<file path="config.mk">
export PLATFORM = sky130hd
export DESIGN_NAME = regfile_sb
export DESIGN_NICKNAME = d
export VERILOG_FILES = /design/src/rtl/regfile_sb.sv
export SDC_FILE = /design/constraint.sdc
export NUM_CORES = 2
export LEC_CHECK = 0
export ABC_AREA = 1
export ABC_CLOCK_PERIOD_IN_PS = 74200
export CORE_MARGIN = 10
export CORE_UTILIZATION = 55
export CTS_CLUSTER_SIZE = 16
export DETAILED_ROUTE_END_ITERATION = 7
export PLACE_DENSITY = 0.69
export RECOVER_POWER = 25
export SLEW_MARGIN = 15
export SYNTH_ARGS = -nofsm -noshare
export SYNTH_HDL_FRONTEND = slang
export SYNTH_SLANG_ARGS = --single-unit
</file>
<file path="constraint.sdc">
create_clock -name clk -period 74.2 [get_ports clk]
set_input_delay 11.13 -clock clk [delete_from_list [all_inputs] [get_ports clk]]
set_output_delay 11.13 -clock clk [all_outputs]
set_load 0.02 [all_outputs]
</file>
<file path="src/rtl/regfile_sb.sv">
// regfile_sb: parametrised integer register file with a write-pending
// scoreboard. NRD combinational read ports, one synchronous write port,
// and one reserve port that marks a register busy until write-back.
// Register 0 always reads as zero and is never busy.
// Optional feature: define REGFILE_BYPASS_EN to forward a same-cycle write
// (data and post-edge busy state) to matching read ports.
module regfile_sb #(
  parameter int XLEN  = 32,
  parameter int NREGS = 32,
  parameter int NRD   = 2,
  parameter int AW    = $clog2(NREGS)
) (
  input  logic                 clk,
  input  logic                 reset,
  input  logic [NRD*AW-1:0]    rd_addr,
  output logic [NRD*XLEN-1:0]  rd_data,
  output logic [NRD-1:0]       rd_busy,
  input  logic                 wr_en,
  input  logic [AW-1:0]        wr_addr,
  input  logic [XLEN-1:0]      wr_data,
  input  logic                 rsv_en,
  input  logic [AW-1:0]        rsv_addr,
  output logic                 rsv_err,
  output logic [AW:0]          pending_cnt
);

  // Count of set bits; the result never exceeds NREGS-1 because bit 0 is
  // always clear, so AW+1 bits cannot wrap.
  function automatic logic [AW:0] f_popcount(input logic [NREGS-1:0] v);
    logic [AW:0] c;
    c = {(AW+1){1'b0}};
    for (int k = 0; k < NREGS; k++) begin
      c = c + {{AW{1'b0}}, v[k]};
    end
    return c;
  endfunction

  logic [XLEN-1:0]  r_mem [NREGS];
  logic [NREGS-1:0] r_busy;
  logic             r_rsv_err;
  logic [AW:0]      r_pending_cnt;

  logic [NREGS-1:0] w_busy_nxt;
  logic             w_wr_valid;
  logic             w_rsv_valid;
  logic             w_rsv_err_nxt;

  assign w_wr_valid  = wr_en  && (wr_addr  != {AW{1'b0}});
  assign w_rsv_valid = rsv_en && (rsv_addr != {AW{1'b0}});

  // Next busy vector: write-back releases, then a reservation on the same
  // register re-arms it because the newly issued producer wins.
  always_comb begin
    w_busy_nxt = r_busy;
    if (w_wr_valid) begin
      w_busy_nxt[wr_addr] = 1'b0;
    end else begin
      w_busy_nxt = w_busy_nxt;
    end
    if (w_rsv_valid) begin
      w_busy_nxt[rsv_addr] = 1'b1;
    end else begin
      w_busy_nxt = w_busy_nxt;
    end
    w_busy_nxt[0] = 1'b0;
  end

  // A reservation on a still-pending register is an issue error, unless the
  // pending write retires on the same edge.
  always_comb begin
    w_rsv_err_nxt = 1'b0;
    if (w_rsv_valid && r_busy[rsv_addr] && !(wr_en && (wr_addr == rsv_addr))) begin
      w_rsv_err_nxt = 1'b1;
    end else begin
      w_rsv_err_nxt = 1'b0;
    end
  end

  // Storage, busy bits and registered status; async reset clears everything.
  always_ff @(posedge clk or posedge reset) begin
    if (reset) begin
      for (int j = 0; j < NREGS; j++) begin
        r_mem[j] <= {XLEN{1'b0}};
      end
      r_busy        <= {NREGS{1'b0}};
      r_rsv_err     <= 1'b0;
      r_pending_cnt <= {(AW+1){1'b0}};
    end else begin
      if (w_wr_valid) begin
        r_mem[wr_addr] <= wr_data;
      end
      r_busy        <= w_busy_nxt;
      r_rsv_err     <= w_rsv_err_nxt;
      r_pending_cnt <= f_popcount(w_busy_nxt);
    end
  end

  assign rsv_err     = r_rsv_err;
  assign pending_cnt = r_pending_cnt;

  for (genvar g = 0; g < NRD; g++) begin : g_rd
    logic [AW-1:0]   w_ra;
    logic [XLEN-1:0] w_data;
    logic            w_busy;

    assign w_ra = rd_addr[g*AW +: AW];

    // Read port mux: x0 is hardwired zero; optional same-cycle write forward.
    always_comb begin
      w_data = {XLEN{1'b0}};
      w_busy = 1'b0;
      if (w_ra == {AW{1'b0}}) begin
        w_data = {XLEN{1'b0}};
        w_busy = 1'b0;
      end else begin
`ifdef REGFILE_BYPASS_EN
        // Forwarding is suppressed while reset is held so reads stay zero.
        if (!reset && wr_en && (wr_addr == w_ra)) begin
          w_data = wr_data;
          w_busy = w_busy_nxt[w_ra];
        end else begin
          w_data = r_mem[w_ra];
          w_busy = r_busy[w_ra];
        end
`else
        w_data = r_mem[w_ra];
        w_busy = r_busy[w_ra];
`endif
      end
    end

    assign rd_data[g*XLEN +: XLEN] = w_data;
    assign rd_busy[g]              = w_busy;
  end

endmodule
</file>
* Yosys cells after proc, flatten, opt, wreduce, memory -nomap -nowiden
Index checks and enable logic that the tools add are counted.
W data, S select, Z words.
** Storage, ports and cells
- Input port bits :: 56
- Bits in registers :: 1062
- Logic and storage cells :: 121
** Cells by class
- Equal/unequal tests :: 1
- Mux-type cells :: 26
- Add/sub/neg operators :: 30
- Reductions and logical operators :: 13
- $lt $le $gt $ge :: 10
- Bitwise operators :: 6
** Operator list (count)
- $bwmux W1024 :: 1
- $bmux W32 S5 :: 2
- $mux W32 :: 9
- $demux W32 S5 :: 1
- $add A6 B1 Y6 :: 25
- $and A32 B32 Y32 :: 1
- $not A32 Y32 :: 1
- $or A32 B32 Y32 :: 1
- $lt A5 B6 Y1 const B :: 4
- $ge A6 B6 Y1 const B :: 3
- $not A5 Y6 :: 3
- $bmux W1 S5 :: 3
- $demux W1 S5 :: 2
- $ge A5 B1 Y1 const B :: 2
- $logic_not A5 Y1 :: 2
- $reduce_bool A5 Y1 :: 2
- $logic_and A1 B1 Y1 :: 8
- $mux W1 :: 8
- $add A5 B1 Y6 :: 1
- $lt A6 B1 Y1 const B :: 1
- $add A4 B1 Y5 :: 1
- $eq A5 B5 Y1 :: 1
- $add A3 B1 Y4 :: 1
- $add A2 B1 Y3 :: 1
- 2 further kinds :: 2

* Longest topological paths before layout
- Word-level depth :: 39
- Depth in mapped cells :: 26

* Worst setup path before layout
Ideal clock, no wire load.
- Path kind :: input -> output
- Start :: input rd_addr[5]
- End :: output rd_data[53]
- Path slack :: 50.626 ns
- Data arrival time :: 12.444 ns
- Stages :: 13
- Buffers on the path :: 4
- Data required time :: 63.070 ns
- Cell sequence :: buf_4 inv_2 buf_2 buf_4 buf_4 nand2_1 nand3_1 nand3_1 nand2_1 nand2_1 nand3_1 nand2_1 nor2_1
** On the way
- Longest elaborated chain between the ends :: 5
- Elaborated cells on any way between the ends :: 6
- Classes of those cells :: 4 x mux; 1 x bitwise; 1 x reduce/logical
** Ends and longest elaborated chain
- start: declaration :: RTL line 15 : input logic [NRD*AW-1:0] rd_addr,
- $not A5 Y6 (not written as such) :: RTL line 126 : w_data = r_mem[w_ra];
- $bmux W32 S5 :: RTL line 126
- $mux W32 (not written as such) (2 in series) :: RTL line 126
- $mux W32 * :: RTL line 112 : if (w_ra == {AW{1'b0}}) begin
- end: declaration :: RTL line 16 : output logic [NRD*XLEN-1:0] rd_data,
Mark *: on every way between the ends. The rest lies on a longest branch, timed or not. The select of a mux whose other input is x is not followed.

* Worst setup path in the final report
- Start :: input rd_addr[5]
- End :: output rd_data[43]
The elaborated chain is that of the path after synthesis.

==> results.md <==
* Ys flop type: dfrtp_1
* Initial drt markers at 8692
* Fmax at 36.21 MHz
* Total negative slack at 0 ns
* Clock Sinks at between 1k and 1.5k
* Leakage at 0.03042 uW
* Global-route met1 utilization at 48.36%
* Worst-Skew Late Latency at 0.73 ns
* P_sw at about 670 uW
* Max cap viols at 12
* Vias at 60.66k
* Clk network pwr share at 31.8%
* Clk pin slew, worst setup/hold paths at around 0.060 ns
* Die Ht at 350.4 um
* Mapped Nets at 8849
* Placement row count at about 120
* Worst path arrival time at approximately 16 ns
* GPL Wtd Cong at 0.9253
* First-pass GRT wire length at 344200 um
* Final clock skew at between 0.015 and 0.02 ns
* Initial core utilization at 55.25%
* CP Class: in -> out
* Post-CTS Hold Buffers at 0
* Initial antenna violation count at 6
* CTS buffer count at 117
* Sw Ratio at between 30% and 40%
* PwrDens at between 30 and 40 nW/um^2
* Minimum clock period at between 20 and 30 ns
* Vias per Instance at between 6 and 7
* Post-CTS Repair Setup Buffers at 0
* Core ar. at 108700 um^2
* Power share of the combinational group at 27.8%
* Seq pwr share at 40.4%
* Cells after Synth at between 8k and 9k
* Most frequent cells in the layout: nand2_1 (3249), nand3_1 (1420), dfrtp_1 (1062)
* Busiest grt layer: met2
* Dpl cells at 9617
* Core Util, Final at 59.50%
* Worst min path class: reg -> reg
* Post-DP HPWL at 114400 um
* Input/output buffers at 128
* Hold depth at 0
* RSZ-0062 raised after global routing: no
* Seq/Total Area, Yosys at 44.25%
* PostCTS Resize Cnt at 0
* Min Hold Slack at 0.4004 ns
* H-tree levels at 3
* Worst slew pin tran at 8.972 ns
* Vias in the first global route at around 56k
* Synth Warn # at 0
* Final Hold Viols at 0
* Register area at 26580 um^2
* Worst-path maximum fanout at 102
* Setup Viol. Count Final at 0
* Post-synthesis area per instance at 6.853 um^2
* Die ar. at 122800 um^2
* Commonest non-fill, non-tap cell in the layout: nand2_1
* M2 GR Usage at 55.13%
* Clk buf depth at 3
* Worst slew margin at -498.1%
* Initial DRT Pass Iterations at 8
* Tot GR Track Use at 36.12%
* Register bit total from synthesis at 1062
* Ports at 129
* Failing checks: capacitance limit, slew limit
* EDFF count, synth at 0
* Status: complete, but fails checks
* R2R depth at 19
* Global route overflow at 0
* TritonCTS clock tree: yes
* Fraction of registers with async set/reset at 100.0%
* Area delta synth->final at 7.696%
* GR Util met3 at 8.662%
* Multi-input gate area at 29210 um^2
* Tcrit/Tclk final at 37.22%
* Crit path launch type: primary input
* Final wirelength at 226800 um
* Cell variety after synth at 31
* DRC violations left at 0
* Fill cells at between 10k and 15k
* Pin count of the biggest net entering global routing at 195
* Wirelength per Cell at 23.06 um
* VDD IR max at 0.00006365 V
* Pint at around 1300 uW
* Die Wd at 350.4 um
* Worst Path Required at around 63 ns
* Syn Std Cell Area at 60060 um^2
* Nets@finish at 8408
* Routed Antenna Nets at 0
* Crit end category: primary output
* Total power at roughly 2000 uW
* Share of cells above drive strength 1 at under 10%
* Final Slew Violations at 859
* Post-Layout Cell Count at 9836
* Root buffer cell: clkbuf_16
[layer usage]
layer	part of all wire (%)	wire, um	up-vias
met4	5.1	11520	4
li1	-	-	27480
met5	0.0097	22	-
met2	43	98180	3944
met3	12	28200	722
met1	39	88920	28510
[path summary, 6_finish.rpt]
path	start	endpoint	slack, ns
max in group asynchronous	reset	r_mem[281]	51.20
worst min register to register	r_mem[1004]	r_mem[1004]	0.40
worst max register to register	r_busy[28]	pending_cnt[4]	69.05
min in group asynchronous	reset	pending_cnt[4]	12.60
worst max-delay path	rd_addr[5]	rd_data[43]	46.58
worst min-delay path	r_mem[1004]	r_mem[1004]	0.40
[state kept, by name, indices dropped and copies added (netlist names)]
signal / cells
r_mem: 1024
r_busy: 31
pending_cnt: 6
rsv_err: 1
[per-stage QoR]
stage	setup slack [ns]	instance area (um^2)
6_report	46.58	64680
5_1_grt	46.45	64670
4_1_cts	46.82	64760
3_5_place_dp	46.83	60640
3_3_place_gp	46.88	60640
2_1_floorplan	33.18	60060
[area by class of cell]
type                    count  share of cell area [%]
clock inverters            37                  0.8705
repair buffers            220                   3.126
inverters                 242                   1.493
clock buffers             179                   5.511
multi-input cells        6679                   45.16
well taps                1414                   2.735
flip-flops and latches   1062                   41.09
diodes                      3                 0.01161
[cells by family after synthesis]
group | after synthesis | synth area share, %
adders and majority gates | 30 | 0.9125
DFF | 1062 | 44.25
xor gates and xnor gates | 3 | 0.04376
buffers and inverters | 1022 | 7.204
AOI/OAI and AO/OA | 1377 | 11.55
and+or+nand+nor | 5269 | 36.04
[cell usage after synthesis (19+ instances only)]
cell / number / area (um^2)
a21oi_1: 553 / 2768
buf_1: 55 / 206.5
buf_2: 306 / 1531
buf_4: 28 / 210.2
clkbuf_1: 391 / 1468
dfrtp_1: 1062 / 26580
fa_1: 23 / 460.4
inv_1: 216 / 810.8
inv_2: 22 / 82.58
nand2_1: 3249 / 12200
nand3_1: 1422 / 7117
nor2_1: 576 / 2162
o21ai_0: 778 / 3894
o21ai_1: 19 / 95.09
[power groups by stage]
stage               clock network (uW)  registers, uW  logic [uW]
finish                             626            795         546
CTS                                631            791         544
detailed placement                   0            799         542
floorplan                            0            782         418
global placement                     0            796         525
global route                       655            810         627
[critical path: stages]
cell and delay (ns):
buf_8 0.19, inv_8 0.51, buf_4 0.94, buf_4 0.88, buf_4 0.90, nand2_1 0.13
nand3_1 0.11, nand3_1 0.09, nand2_1 0.10, nand2_1 0.05, nand3_1 0.09, nand2_1 0.06
nor2_1 0.33, clkdlybuf4s50_1 0.69
Note: power is estimated with default switching activity, not from simulation.
